[src/rtl/bp_maint_ctrl.sv]
// bp_maint_ctrl: maintenance controller and write-port scheduler for the
// branch predictor tables (BTB and 2-bit PHT).
//
// This block invalidates both tables after reset and on every flush
// request. It also owns the single table write port and shares it between
// the sweep engine and commit-stage training updates. Updates that arrive
// while the port is busy are held in a small FIFO.
//
// Ports
//   clk_i, rst_i             clock; synchronous active-high reset
//   flush_req_i              one-cycle pulse that restarts the invalidation sweep
//   upd_*_i                  commit-stage training update (valid, targets, payload)
//   btb_wr*_o                BTB write port (enable, index, valid bit, tag, target)
//   pht_wr*_o                PHT write port (enable, index); pht_force_o, pht_taken_o
//   busy_o                   a sweep is in progress; Fetch ignores predictions
//   upd_drop_o               an update was discarded because the FIFO was full
module bp_maint_ctrl #(
    parameter int unsigned BTB_INDEX_WIDTH = 6,
    parameter int unsigned PHT_INDEX_WIDTH = 8,
    parameter int unsigned UPD_FIFO_DEPTH  = 4
) (
    input  logic                              clk_i,
    input  logic                              rst_i,
    input  logic                              flush_req_i,
    input  logic                              upd_valid_i,
    input  logic                              upd_btb_wr_i,
    input  logic                              upd_pht_wr_i,
    input  logic [BTB_INDEX_WIDTH-1:0]        upd_btb_index_i,
    input  logic [PHT_INDEX_WIDTH-1:0]        upd_pht_index_i,
    input  logic [32-BTB_INDEX_WIDTH-3:0]     upd_tag_i,
    input  logic [31:0]                       upd_target_i,
    input  logic                              upd_taken_i,
    output logic                              btb_wren_o,
    output logic [BTB_INDEX_WIDTH-1:0]        btb_wr_index_o,
    output logic                              btb_wr_valid_o,
    output logic [32-BTB_INDEX_WIDTH-3:0]     btb_wr_tag_o,
    output logic [31:0]                       btb_wr_target_o,
    output logic                              pht_wren_o,
    output logic [PHT_INDEX_WIDTH-1:0]        pht_wr_index_o,
    output logic                              pht_force_o,
    output logic                              pht_taken_o,
    output logic                              busy_o,
    output logic                              upd_drop_o
);

    localparam int unsigned TAG_W = 32 - BTB_INDEX_WIDTH - 2;
    localparam int unsigned MAX_W = (BTB_INDEX_WIDTH > PHT_INDEX_WIDTH) ? BTB_INDEX_WIDTH
                                                                        : PHT_INDEX_WIDTH;
    localparam int unsigned CNT_W = MAX_W + 1;
    localparam int unsigned FA_W  = $clog2(UPD_FIFO_DEPTH);
    localparam int unsigned FP_W  = FA_W + 1;

    localparam logic [CNT_W-1:0] SWEEP_LEN = CNT_W'(1 << MAX_W);
    localparam logic [CNT_W-1:0] BTB_LEN   = CNT_W'(1 << BTB_INDEX_WIDTH);
    localparam logic [CNT_W-1:0] PHT_LEN   = CNT_W'(1 << PHT_INDEX_WIDTH);

    typedef struct packed {
        logic                       btb_wr;
        logic                       pht_wr;
        logic [BTB_INDEX_WIDTH-1:0] btb_idx;
        logic [PHT_INDEX_WIDTH-1:0] pht_idx;
        logic [TAG_W-1:0]           tag;
        logic [31:0]                target;
        logic                       taken;
    } upd_t;

    typedef enum logic [1:0] {ST_INIT, ST_RUN, ST_FLUSH} state_t;

    state_t                     state_q, state_d;
    logic [CNT_W-1:0]           cnt_q, cnt_d;
    logic [FP_W-1:0]            wr_ptr_q, wr_ptr_d;
    logic [FP_W-1:0]            rd_ptr_q, rd_ptr_d;
    upd_t                       upd_mem_q [UPD_FIFO_DEPTH];

    logic                       btb_wren_q, btb_wren_d;
    logic [BTB_INDEX_WIDTH-1:0] btb_idx_q, btb_idx_d;
    logic                       btb_valid_q, btb_valid_d;
    logic [TAG_W-1:0]           btb_tag_q, btb_tag_d;
    logic [31:0]                btb_target_q, btb_target_d;
    logic                       pht_wren_q, pht_wren_d;
    logic [PHT_INDEX_WIDTH-1:0] pht_idx_q, pht_idx_d;
    logic                       pht_force_q, pht_force_d;
    logic                       pht_taken_q, pht_taken_d;
    logic                       busy_q, busy_d;
    logic                       upd_drop_q, upd_drop_d;

    upd_t                       upd_in_c, port_upd_c;
    logic                       upd_accept_c, fifo_empty_c, fifo_full_c;
    logic                       push_c, buffer_c, port_en_c;
    logic [CNT_W-1:0]           sweep_idx_c;

    assign upd_in_c     = '{btb_wr:  upd_btb_wr_i,    pht_wr:  upd_pht_wr_i,
                            btb_idx: upd_btb_index_i, pht_idx: upd_pht_index_i,
                            tag:     upd_tag_i,       target:  upd_target_i,
                            taken:   upd_taken_i};
    assign upd_accept_c = upd_valid_i & (upd_btb_wr_i | upd_pht_wr_i);

    // Pointers carry one extra wrap bit so that full and empty can be told apart.
    assign fifo_empty_c = (wr_ptr_q == rd_ptr_q);
    assign fifo_full_c  = (wr_ptr_q[FA_W] != rd_ptr_q[FA_W]) &&
                          (wr_ptr_q[FA_W-1:0] == rd_ptr_q[FA_W-1:0]);

    // Next state, sweep engine, port arbitration and FIFO control.
    always_comb begin
        state_d      = state_q;
        cnt_d        = cnt_q;
        wr_ptr_d     = wr_ptr_q;
        rd_ptr_d     = rd_ptr_q;
        push_c       = 1'b0;
        buffer_c     = 1'b0;
        port_en_c    = 1'b0;
        port_upd_c   = upd_in_c;
        sweep_idx_c  = flush_req_i ? '0 : cnt_q;
        busy_d       = 1'b1;
        upd_drop_d   = 1'b0;
        btb_wren_d   = 1'b0;
        btb_idx_d    = '0;
        btb_valid_d  = 1'b0;
        btb_tag_d    = '0;
        btb_target_d = '0;
        pht_wren_d   = 1'b0;
        pht_idx_d    = '0;
        pht_force_d  = 1'b0;
        pht_taken_d  = 1'b0;

        case (state_q)
            ST_INIT, ST_FLUSH: begin
                buffer_c = 1'b1;
                // A flush during a sweep restarts it: index 0 is issued on this edge.
                if (sweep_idx_c < SWEEP_LEN) begin
                    btb_wren_d  = (sweep_idx_c < BTB_LEN);
                    pht_wren_d  = (sweep_idx_c < PHT_LEN);
                    btb_idx_d   = sweep_idx_c[BTB_INDEX_WIDTH-1:0];
                    pht_idx_d   = sweep_idx_c[PHT_INDEX_WIDTH-1:0];
                    pht_force_d = 1'b1;
                    cnt_d       = sweep_idx_c + CNT_W'(1);
                end else begin
                    state_d = ST_RUN;
                    busy_d  = 1'b0;
                end
            end
            ST_RUN: begin
                if (flush_req_i) begin
                    state_d  = ST_FLUSH;
                    cnt_d    = '0;
                    buffer_c = 1'b1;
                end else begin
                    busy_d = 1'b0;
                    // Pending updates go first. A new update is queued behind them.
                    if (!fifo_empty_c) begin
                        port_en_c  = 1'b1;
                        port_upd_c = upd_mem_q[rd_ptr_q[FA_W-1:0]];
                        rd_ptr_d   = rd_ptr_q + FP_W'(1);
                        push_c     = upd_accept_c;
                    end else begin
                        port_en_c  = upd_accept_c;
                    end
                end
            end
            default: state_d = ST_INIT;
        endcase

        if (buffer_c && upd_accept_c) begin
            if (fifo_full_c) begin
                upd_drop_d = 1'b1;
            end else begin
                push_c = 1'b1;
            end
        end

        if (push_c) begin
            wr_ptr_d = wr_ptr_q + FP_W'(1);
        end

        if (port_en_c) begin
            btb_wren_d   = port_upd_c.btb_wr;
            btb_idx_d    = port_upd_c.btb_idx;
            btb_valid_d  = 1'b1;
            btb_tag_d    = port_upd_c.tag;
            btb_target_d = port_upd_c.target;
            pht_wren_d   = port_upd_c.pht_wr;
            pht_idx_d    = port_upd_c.pht_idx;
            pht_force_d  = 1'b0;
            pht_taken_d  = port_upd_c.taken;
        end
    end

    // Control and output registers.
    always_ff @(posedge clk_i) begin
        if (rst_i) begin
            state_q      <= ST_INIT;
            cnt_q        <= '0;
            wr_ptr_q     <= '0;
            rd_ptr_q     <= '0;
            btb_wren_q   <= 1'b0;
            btb_idx_q    <= '0;
            btb_valid_q  <= 1'b0;
            btb_tag_q    <= '0;
            btb_target_q <= '0;
            pht_wren_q   <= 1'b0;
            pht_idx_q    <= '0;
            pht_force_q  <= 1'b0;
            pht_taken_q  <= 1'b0;
            busy_q       <= 1'b1;
            upd_drop_q   <= 1'b0;
        end else begin
            state_q      <= state_d;
            cnt_q        <= cnt_d;
            wr_ptr_q     <= wr_ptr_d;
            rd_ptr_q     <= rd_ptr_d;
            btb_wren_q   <= btb_wren_d;
            btb_idx_q    <= btb_idx_d;
            btb_valid_q  <= btb_valid_d;
            btb_tag_q    <= btb_tag_d;
            btb_target_q <= btb_target_d;
            pht_wren_q   <= pht_wren_d;
            pht_idx_q    <= pht_idx_d;
            pht_force_q  <= pht_force_d;
            pht_taken_q  <= pht_taken_d;
            busy_q       <= busy_d;
            upd_drop_q   <= upd_drop_d;
        end
    end

    // FIFO storage. It has no reset because the pointers define which entries are valid.
    always_ff @(posedge clk_i) begin
        if (push_c) begin
            upd_mem_q[wr_ptr_q[FA_W-1:0]] <= upd_in_c;
        end
    end

    assign btb_wren_o      = btb_wren_q;
    assign btb_wr_index_o  = btb_idx_q;
    assign btb_wr_valid_o  = btb_valid_q;
    assign btb_wr_tag_o    = btb_tag_q;
    assign btb_wr_target_o = btb_target_q;
    assign pht_wren_o      = pht_wren_q;
    assign pht_wr_index_o  = pht_idx_q;
    assign pht_force_o     = pht_force_q;
    assign pht_taken_o     = pht_taken_q;
    assign busy_o          = busy_q;
    assign upd_drop_o      = upd_drop_q;

endmodule

[config.mk]
export PLATFORM = sky130hd
export DESIGN_NAME = bp_maint_ctrl
export DESIGN_NICKNAME = d
export VERILOG_FILES = /design/src/rtl/bp_maint_ctrl.sv
export SDC_FILE = /design/constraint.sdc
export NUM_CORES = 1
export LEC_CHECK = 0
export ABC_CLOCK_PERIOD_IN_PS = 7600
export CAP_MARGIN = 10
export CORE_MARGIN = 2
export CORE_UTILIZATION = 30
export DETAILED_ROUTE_END_ITERATION = 7
export SLEW_MARGIN = 20
export SYNTH_ARGS = -nofsm -noshare
export SYNTH_HDL_FRONTEND = slang
export SYNTH_SLANG_ARGS = --single-unit
[constraint.sdc]
create_clock -name clk_i -period 7.6 [get_ports clk_i]
set_input_delay 1.14 -clock clk_i [delete_from_list [all_inputs] [get_ports clk_i]]
set_output_delay 1.14 -clock clk_i [all_outputs]
set_load 0.01 [all_outputs]
==> run summary, run 1 <==
Status -> completed
DRC -> 0
Largest family of logic cells by synthesized area -> multiplexers
Worst-path maximum fanout -> 61
First-pass GRT wire length -> 47700 um
CP Launch Type -> primary input
Critical path's top delay family -> buffers and inverters
WP data arrival -> 4710 ps
Final GP Congestion -> 0.769
Mux contribution to synthesized area -> 12.7%
Reg2reg setup slack -> 4110 ps
Num ports -> 154
DR vias/cell -> 4.61
Skew final -> 20.9 ps
Most frequent CP cell -> buf_4
Number of non-filler instances in the completed layout -> 1649
WHS -> 522 ps
Required time of the critical path -> 8050 ps
Yosys warning count -> 0
Final ANT Viol Nets -> 0
Rows -> 80
Post_cts resized -> 0
Slew margin rel. -> 35.7%
Cells after Synth -> 835
Most common cell after layout, fill and taps aside -> edfxtp_1
Via Count -> 7610
Total CTS buffers -> 43
RSZ-0062 raised after global routing -> no
Critical path class -> primary input to register
Synth Flop Type -> edfxtp_1
CTS root buf -> clkbuf_16
Post-Place Cells -> 1569
Post-DP HPWL -> 18400 um
Largest net degree at the start of global routing -> 71
CTS Hold Bufs -> 0
Ant. Diodes -> 0
Critical-path cell list -> clkdlybuf4s50_1, nor3b_1, o31ai_4, buf_4, a211oi_4, buf_4, buf_4, mux2_2
Post-Synth Adder-Cell Area -> 0.523%
Initial Utilization -> 30.3%
Max rail drop VDD -> 135 uV
Vias in the first global route -> 7860
Post-DP Area -> 16500 um^2
Area Growth Syn to Fin -> 24.7%
Post-synth EDFFs -> 292
Gr usage total -> 12.6%
CP max-delay cell -> clkdlybuf4s50_1
Core Area -> 47400 um^2
Die W -> 223 um
WP buf/inv -> 4
Drt first pass iters -> 5
CP Launch Point -> flush_req_i
Commonest non-fill, non-tap cells in the layout -> edfxtp_1 (292), clkdlybuf4s50_1 (153), nand2_1 (135)
HP Class -> register to register
Grt ovf -> 0
Worst Hold Launch -> cnt_q[7]
Final Cell Area -> 17900 um^2
DR WL/cell -> 18.8 um
Critical R2R Capture -> wr_ptr_q[2]
Worst skew pair latency -> 560 ps
Reg2Reg Depth -> 7
FMAX -> 235 MHz
Start of the worst register-to-register path -> state_q[0]
CTS tree -> done
Port Buffers -> 153
Die H -> 223 um
Register area share after synthesis -> 74.4%
CTS H-tree depth -> 2
Yosys reg bits -> 388
Fraction of registers with async set/reset -> 0%
CTS clk-pin slew, worst paths -> 60 ps
Setup TNS -> 0 ps
Total die area -> 49600 um^2
Slew @ Worst Pin -> 964 ps
Final net count -> 1082
Final hold violations -> 0
CP endpoint kind -> register
Final Util -> 37.7%
PwrDens -> 253 nW/um^2
Clk sink count -> 388
Xor-xnor portion of the synthesized cell area -> 0.531%
Synthesized netlist net count -> 918
Ratio of cells with drive above 1 in the final layout -> 16.6%
Compound-Gate Fraction of Synth Area -> 4.43%
Static Leak -> 0.00577 uW
Initial antenna violation count -> 2
Mapped cell area -> 14400 um^2
Total wire length -> 31000 um
Min Tclk post-route -> 4260 ps
Worst path max stage delay -> 740 ps
Final setup violation count -> 0
Final Cycle Share -> 56.0%
Simple-gate share of the synthesized area -> 5.38%
Hold Path Sink -> cnt_q[8]
Synth cell types -> 50
Avg Cell Area, Syn -> 17.2 um^2
Clock Path Buffers -> 3
Worst hold path depth -> 2
DRT iter0 DRCs -> 514
Max Cap Viol -> 0
Total setup buffers inserted after CTS -> 0
Final number of max-transition violations -> 0
## stage by stage
step	power, uW	setup slack, ps
6_report	4540	3340
5_1_grt	4710	2950
4_1_cts	4610	3260
3_5_place_dp	2580	2670
3_3_place_gp	2570	2680
2_1_floorplan	2480	2170
## per-layer routing
| metal | vias up | track usage (%) | share of wire (%) |
|---|---|---|---|
| met5 | - | 0 | 0.077 |
| met2 | 203 | 19.4 | 46 |
| met4 | 4 | 3.23 | 1.8 |
| li1 | 3526 | - | - |
| met3 | 41 | 3.86 | 6.9 |
| met1 | 3836 | 17.5 | 46 |
## cells by family (layout without fill, tap and decap cells)
logic type	count (synthesis)	count (layout)
compound gates	105	105
buf+inv	56	255
simple gates	183	183
flops	388	388
fa+ha+maj	6	6
xor+xnor	7	7
mux	90	90
## synthesized netlist by cell type, drive strengths merged (3+ instances only)
| cell | number | area, um^2 |
|---|---|---|
| clkbuf | 18 | 67.6 |
| nand2 | 135 | 507 |
| nor2 | 15 | 56.3 |
| buf | 27 | 183 |
| nor3 | 6 | 35.0 |
| mux2i | 14 | 140 |
| and2 | 4 | 25.0 |
| nor2b | 5 | 31.3 |
| mux2 | 3 | 33.8 |
| mux4 | 73 | 1640 |
| xor2 | 4 | 50.1 |
| ha | 6 | 75.1 |
| dfxtp | 96 | 1920 |
| nor4 | 4 | 25.0 |
| nand2b | 4 | 25.0 |
| a32oi | 4 | 35.0 |
| inv | 11 | 41.3 |
| o21ai | 16 | 118 |
| a21oi | 71 | 355 |
| edfxtp | 292 | 8770 |
| xnor2 | 3 | 26.3 |
## tightest hold or removal path: cells and delay by family, from the launching register on
kind / cells / cell delay, ps
DFF: 1 / 340
and+or+nand+nor: 1 / 80
AOI/OAI and AO/OA: 1 / 60
## registers in the layout, indices dropped and copies added, names as in the netlist, 2 cells and up, named ones only
name / count
btb_wr_index_o: 6
btb_wr_tag_o: 24
btb_wr_target_o: 32
cnt_q: 9
pht_wr_index_o: 8
rd_ptr_q: 3
state_q: 2
upd_mem_q: 292
wr_ptr_q: 3
## how the worst max path moves through the flow
stage | to | depth (start not counted)
after CTS | wr_ptr_q[2] | 8
after floorplan | wr_ptr_q[2] | 5
after detailed placement | wr_ptr_q[2] | 8
final | wr_ptr_q[2] | 8
after global routing | wr_ptr_q[2] | 8
after global placement | wr_ptr_q[2] | 8
## where the power goes
part | total (uW) | switching (uW) | leakage [uW] | internal [uW]
combinational | 170 | 94.4 | 0.00166 | 76.0
clock | 2010 | 829 | 0.000672 | 1180
sequential | 2360 | 14.2 | 0.00344 | 2340
total | 4540 | 937 | 0.00577 | 3600
## layout make-up
type	instances	area, um^2
clock buffers	65	1210
multi-input cells	391	3400
inverters	11	41.3
fillers	4429	29500
clock inverters	15	171
well taps	615	769
repair buffers	164	1610
flip-flops and latches	388	10700
No activity file was read; power rests on OpenSTA's default activity.
==> run 2: changes to the inputs <==
--- a/config.mk
+++ b/config.mk
@@ -5,7 +5,7 @@
 export SDC_FILE = /design/constraint.sdc
 export NUM_CORES = 1
 export LEC_CHECK = 0
-export ABC_CLOCK_PERIOD_IN_PS = 7600
+export ABC_CLOCK_PERIOD_IN_PS = 4010
 export CAP_MARGIN = 10
 export CORE_MARGIN = 2
 export CORE_UTILIZATION = 30
==> constraint.sdc (replaced) <==
create_clock -name clk_i -period 4.01 [get_ports clk_i]
set_input_delay 0.6015 -clock clk_i [delete_from_list [all_inputs] [get_ports clk_i]]
set_output_delay 0.6015 -clock clk_i [all_outputs]
set_load 0.01 [all_outputs]
==> run 2 against run 1 <==
Compared with the run above: combinational power increased by 100%; total power increased by 90%; cell area increased by 1.0%; core utilization increased by 0.39 points; sequential cell count unchanged; sequential power increased by 89%; non-clock buffer count increased by 7; critical path depth decreased by 3; via count increased by 1.3%; clock-buffer cell count decreased by 6; sequential share of layout area decreased by 0.60 points; critical endpoint is now upd_mem_q[3][34]; largest cell class unchanged.
==> run summary, run 2 (synthesized netlist as in run 1, its figures left out) <==
Reg2reg setup slack -> 1000 ps (-3110 ps)
Num ports -> 154 (unchanged)
Ant. Diodes -> 0 (unchanged)
Final ANT Viol Nets -> 0 (unchanged)
Status -> completed
CP endpoint kind -> register
P_int -> 6860 uW (+91%)
Reg power frac -> 51.9% (about the same)
Critical R2R Capture -> upd_mem_q[3][34]
Commonest non-fill, non-tap cells in the layout -> edfxtp_1 (292), clkdlybuf4s50_1 (153), nand2_1 (135)
Area Growth Syn to Fin -> 26.0%
Final Util -> 38.1% (+0.39 points)
Largest net degree at the start of global routing -> 76 (+7.0%)
Start of the worst register-to-register path -> state_q[0]
Final number of max-transition violations -> 0 (unchanged)
RSZ-0062 raised after global routing -> no
Max reg flops -> 292 (unchanged)
Max rail drop VDD -> 241 uV (+78%)
Grt ovf -> 0 (unchanged)
Setup WS post-layout -> 1000 ps (-2340 ps)
Via Count -> 7708 (+1.3%)
Worst skew pair latency -> 550 ps (about the same)
Vias in the first global route -> 7953 (+1.2%)
Post-Place Setup Slack -> 617 ps (-2050 ps)
Gr usage total -> 13.0% (+0.32 points)
Final net count -> 1088 (+0.55%)
Worst Hold Launch -> cnt_q[6]
Total setup buffers inserted after CTS -> 0 (unchanged)
Final GP Congestion -> 0.785 (+2.1%)
Post-DP HPWL -> 19800 um (+7.3%)
Rows -> 80 (unchanged)
Final setup violation count -> 0 (unchanged)
Ratio of cells with drive above 1 in the final layout -> 16.8% (+0.21 points)
WP data arrival -> 3250 ps (-1460 ps)
Worst-path maximum fanout -> 61 (unchanged)
Worst hold path depth -> 2 (unchanged)
Required time of the critical path -> 4250 ps (-3800 ps)
Final hold violations -> 0 (unchanged)
CTS H-tree depth -> 2 (unchanged)
Final Cycle Share -> 75.0%
Initial antenna violation count -> 3 (+1)
Drt first pass iters -> 5 (unchanged)
Total wire length -> 32100 um (+3.5%)
Clk sink count -> 388 (unchanged)
First-pass GRT wire length -> 48600 um (+1.9%)
Power, Total -> 8600 uW (+90%)
Critical path class -> register to register
Min Tclk post-route -> 3010 ps
Fill count -> 4429 (unchanged)
Slew margin rel. -> 31.0% (-4.7 points)
Final Cell Area -> 18100 um^2 (+1.0%)
Total CTS buffers -> 42 (-2.3%)
Clock power share -> 44.1% (-0.2 points)
Static Leak -> 0.00584 uW (+1.1%)
Most common cell after layout, fill and taps aside -> edfxtp_1
Comb power frac -> 4.0% (+0.2 points)
Die H -> 223 um (unchanged)
DR vias/cell -> 4.66 (+0.98%)
Multi-input gate area -> 3400 um^2 (unchanged)
Max Cap Viol -> 0 (unchanged)
Reg2Reg Depth -> 5 (-2)
Total die area -> 49600 um^2 (unchanged)
CTS tree -> done
CTS clk-pin slew, worst paths -> 60 ps (about the same)
FF/Latch Area -> 10700 um^2 (unchanged)
Slew @ Worst Pin -> 1040 ps (+71.1 ps)
Initial Utilization -> 30.3% (unchanged)
PwrDens -> 475 nW/um^2 (+88%)
Post_cts resized -> 0 (unchanged)
HP Class -> register to register
CTS root buf -> clkbuf_16
Fraction of power spent switching nets -> 20.3% (-0.40 points)
Setup TNS -> 0 ps (unchanged)
Core Area -> 47400 um^2 (unchanged)
Clock Path Buffers -> 3 (unchanged)
CP Launch Type -> register
DRC -> 0 (unchanged)
Post-DP Area -> 16700 um^2 (+1.2%)
Sw Pwr -> 1740 uW (+86%)
CTS Hold Bufs -> 0 (unchanged)
Die W -> 223 um (unchanged)
FMAX -> 332 MHz
DRT iter0 DRCs -> 501 (-2.5%)
DR WL/cell -> 19.4 um (+3.2%)
Port Buffers -> 153 (unchanged)
Skew final -> 13.1 ps (-7.75 ps)
Hold Path Sink -> pht_wr_index_o[6]
-- run 2: cell count changes in the layout (fill, tap and decap cells not counted), sizes merged --
cell and change:
clkbuf -6, inv -2, buf +7, clkinv +5, bufinv +1
-- run 2: how the worst max path moves through the flow --
stage                            end  slack [ps]  cells past startpoint         from
finish              upd_mem_q[3][34]        1000                      5   state_q[0]
global route        upd_mem_q[3][15]         850                      5   state_q[0]
CTS                 upd_mem_q[3][13]        1000                      5   state_q[0]
detailed placement  upd_mem_q[3][18]         620                      6  flush_req_i
global placement    upd_mem_q[3][21]         640                      6  flush_req_i
floorplan                wr_ptr_q[2]         180                      5  flush_req_i
-- run 2: power groups by stage --
stage	combinational, uW	clock (uW)	sequential [uW]
after floorplan	142	0	4550
after global placement	344	0	4540
after detailed placement	350	0	4550
after CTS	351	3910	4460
after global routing	373	4050	4470
final	344	3790	4460
-- run 2: metrics by stage --
| stage | hold slack, ps | instances |
|---|---|---|
| 6_report | 516 | 1654 |
| 2_1_floorplan | 467 | 835 |
| 5_1_grt | 542 | 1654 |
| 4_1_cts | 524 | 1654 |
| 3_3_place_gp | 494 | 1576 |
| 3_5_place_dp | 510 | 1576 |
-- run 2: per-layer routing --
layer  vias to the layer above  wire (um)  track usage, %
met1                      3926      14700            17.7
li1                       3534          -               -
met3                        52       1740            3.28
met4                         6        529            3.36
met2                       190      15100            20.6
met5                         -         41               0
-- run 2: cell type report --
| cell class | count | share of cell area (%) |
|---|---|---|
| clock inverters | 19 | 0.948 |
| flip-flops and latches | 388 | 59.1 |
| inverters | 11 | 0.228 |
| clock buffers | 59 | 6.57 |
| well taps | 615 | 4.25 |
| repair buffers | 171 | 10.0 |
| multi-input cells | 391 | 18.8 |
-- run 2: worst max-delay path, cell delays in order (launching register included) --
cell and delay (ps):
dfxtp_1 640, nor3b_1 500, o31ai_4 140, buf_4 390, a211oi_4 720, buf_12 290
==> run 3: changes to the inputs <==
--- a/config.mk
+++ b/config.mk
@@ -5,7 +5,7 @@
 export SDC_FILE = /design/constraint.sdc
 export NUM_CORES = 1
 export LEC_CHECK = 0
-export ABC_CLOCK_PERIOD_IN_PS = 4010
+export ABC_CLOCK_PERIOD_IN_PS = 3150
 export CAP_MARGIN = 10
 export CORE_MARGIN = 2
 export CORE_UTILIZATION = 30
==> constraint.sdc (replaced) <==
create_clock -name clk_i -period 3.15 [get_ports clk_i]
set_input_delay 0.4725 -clock clk_i [delete_from_list [all_inputs] [get_ports clk_i]]
set_output_delay 0.4725 -clock clk_i [all_outputs]
set_load 0.01 [all_outputs]
==> run 3 against run 2 <==
Compared with the run above: global-route usage down 0.12 points; critical path depth unchanged; clock power is 29% higher; total power up 28%; die area unchanged; combinational power up 29%; largest power group unchanged.
==> run summary, run 3 (synthesized netlist as in run 1, its figures left out) <==
Status -> completed
Die W -> 223 um (unchanged)
Reg power frac -> 51.5% (-0.4 points)
Ratio of cells with drive above 1 in the final layout -> 18.5% (+1.6 points)
Final ANT Viol Nets -> 0 (unchanged)
Drt first pass iters -> 4 (-1)
Final setup violation count -> 0 (unchanged)
Fill count -> 4392 (-0.84%)
Via Count -> 7727 (+0.25%)
Min Tclk post-route -> 2420 ps (-590 ps)
Grt ovf -> 0 (unchanged)
WP buf/inv -> 1 (-1)
Slew margin rel. -> 50.4% (+19 points)
Final number of max-transition violations -> 0 (unchanged)
CP max-delay cell -> dfxtp_1
Post_cts resized -> 0 (unchanged)
Initial antenna violation count -> 4 (+1)
RSZ-0062 raised after global routing -> no
CTS H-tree depth -> 2 (unchanged)
Clock power share -> 44.5% (+0.4 points)
Max rail drop VDD -> 310 uV (+29%)
DR vias/cell -> 4.65 (-0.18%)
HP Class -> register to register
Max Cap Viol -> 0 (unchanged)
CP endpoint kind -> register
Final hold violations -> 0 (unchanged)
Sw Pwr -> 2260 uW (+30%)
Initial Utilization -> 30.3% (unchanged)
Setup TNS -> 0 ps (unchanged)
Total die area -> 49600 um^2 (unchanged)
Worst skew pair latency -> 540 ps (about the same)
Skew final -> 16.2 ps (+3.08 ps)
Most common cell after layout, fill and taps aside -> edfxtp_1
Fraction of power spent switching nets -> 20.5% (+0.24 points)
Worst path max stage delay -> 450 ps (-270 ps)
FF/Latch Area -> 10700 um^2 (unchanged)
Post-Place Setup Slack -> 319 ps (-298 ps)
Max reg flops -> 292 (unchanged)
CTS tree -> done
Final Cycle Share -> 76.7% (+1.7 points)
Final Util -> 38.5% (+0.33 points)
Vias in the first global route -> 8077 (+1.6%)
Total CTS buffers -> 42 (unchanged)
Critical-path cell list -> xor2_2, o32ai_1, a21oi_1, and2_4, buf_12
Critical path's top delay family -> compound AO/OA/AOI/OAI gates
Largest net degree at the start of global routing -> 61 (-20%)
Worst-path maximum fanout -> 27 (-56%)
CTS clk-pin slew, worst paths -> 60 ps (about the same)
DRC -> 0 (unchanged)
Setup WS post-layout -> 733 ps (-270 ps)
Power, Total -> 11000 uW (+28%)
Total wire length -> 31900 um (-0.66%)
PwrDens -> 604 nW/um^2 (+27%)
Critical path class -> register to register
CTS Hold Bufs -> 0 (unchanged)
WP data arrival -> 2640 ps (-610 ps)
FMAX -> 414 MHz (+24%)
Clk sink count -> 388 (unchanged)
DRT iter0 DRCs -> 411 (-18%)
Static Leak -> 0.00591 uW (+1.2%)
CTS root buf -> clkbuf_16
First-pass GRT wire length -> 48900 um (+0.58%)
Rows -> 80 (unchanged)
Area Growth Syn to Fin -> 27.1%
WHS -> 512 ps (-3.87 ps)
Gr usage total -> 12.8% (-0.12 points)
P_int -> 8770 uW (+28%)
Post-DP HPWL -> 19800 um (-0.12%)
Multi-input gate area -> 3420 um^2 (+0.33%)
Final net count -> 1095 (+0.64%)
Clock Path Buffers -> 3 (unchanged)
Required time of the critical path -> 3370 ps (-880 ps)
DR WL/cell -> 19.2 um (-1.1%)
Core Area -> 47400 um^2 (unchanged)
CP Launch Type -> register
Total setup buffers inserted after CTS -> 0 (unchanged)
Final GP Congestion -> 0.770 (-1.9%)
Num ports -> 154 (unchanged)
Slew @ Worst Pin -> 745 ps (-291 ps)
Comb power frac -> 4.0% (about the same)
Commonest non-fill, non-tap cells in the layout -> edfxtp_1 (292), clkdlybuf4s50_1 (153), nand2_1 (135)
Port Buffers -> 153 (unchanged)
Ant. Diodes -> 0 (unchanged)
Die H -> 223 um (unchanged)
run 3: cell types whose count changed in the layout (fill, tap and decap cells not counted), sizes merged:
cell / delta
clkinvlp: +2
buf: +7
inv: +2
clkbuf: -4
run 3: per-layer routing:
layer,share of wire [%],wire length [um],track usage [%],vias to the layer above
li1,-,-,-,3542
met1,46,14500,17.6,3929
met2,46,14700,20.3,196
met3,6.5,2070,3.54,52
met4,1.7,527,3.07,8
met5,0.17,54,0,-
run 3: final cells by class:
type                            count  area share [%]
Inverter                           11           0.226
Sequential cell                   388            58.6
Clock inverter                     23            1.22
Multi-Input combinational cell    391            18.7
Clock buffer                       55            6.47
Timing Repair Buffer              178            10.5
Tap cell                          615            4.22
run 3: worst paths after layout:
path | end | slack (ps) | start | depth (start not counted)
setup / recovery | upd_mem_q[2][44] | 730 | wr_ptr_q[0] | 5
setup reg to reg | upd_mem_q[2][44] | 730 | wr_ptr_q[0] | 5
hold / removal | pht_wr_index_o[6] | 510 | cnt_q[6] | 2
hold reg to reg | pht_wr_index_o[6] | 510 | cnt_q[6] | 2
run 3: worst reg2reg max path: stages (launching register included):
cell and delay (ps):
dfxtp_1 450, xor2_2 350, o32ai_1 190, a21oi_1 450
and2_4 400, buf_12 240
run 3: power by group through the flow:
stage | clock, uW | combinational (uW) | sequential, uW
final | 4900 | 444 | 5680
after global routing | 5230 | 485 | 5690
after CTS | 5050 | 454 | 5680
after detailed placement | 0 | 452 | 5790
after global placement | 0 | 446 | 5790
after floorplan | 0 | 185 | 5790
run 3: through the flow:
step           cells  area [um^2]
2_1_floorplan    835        14400
3_3_place_gp    1583        16800
3_5_place_dp    1583        16800
4_1_cts         1661        18200
5_1_grt         1661        18200
6_report        1661        18200
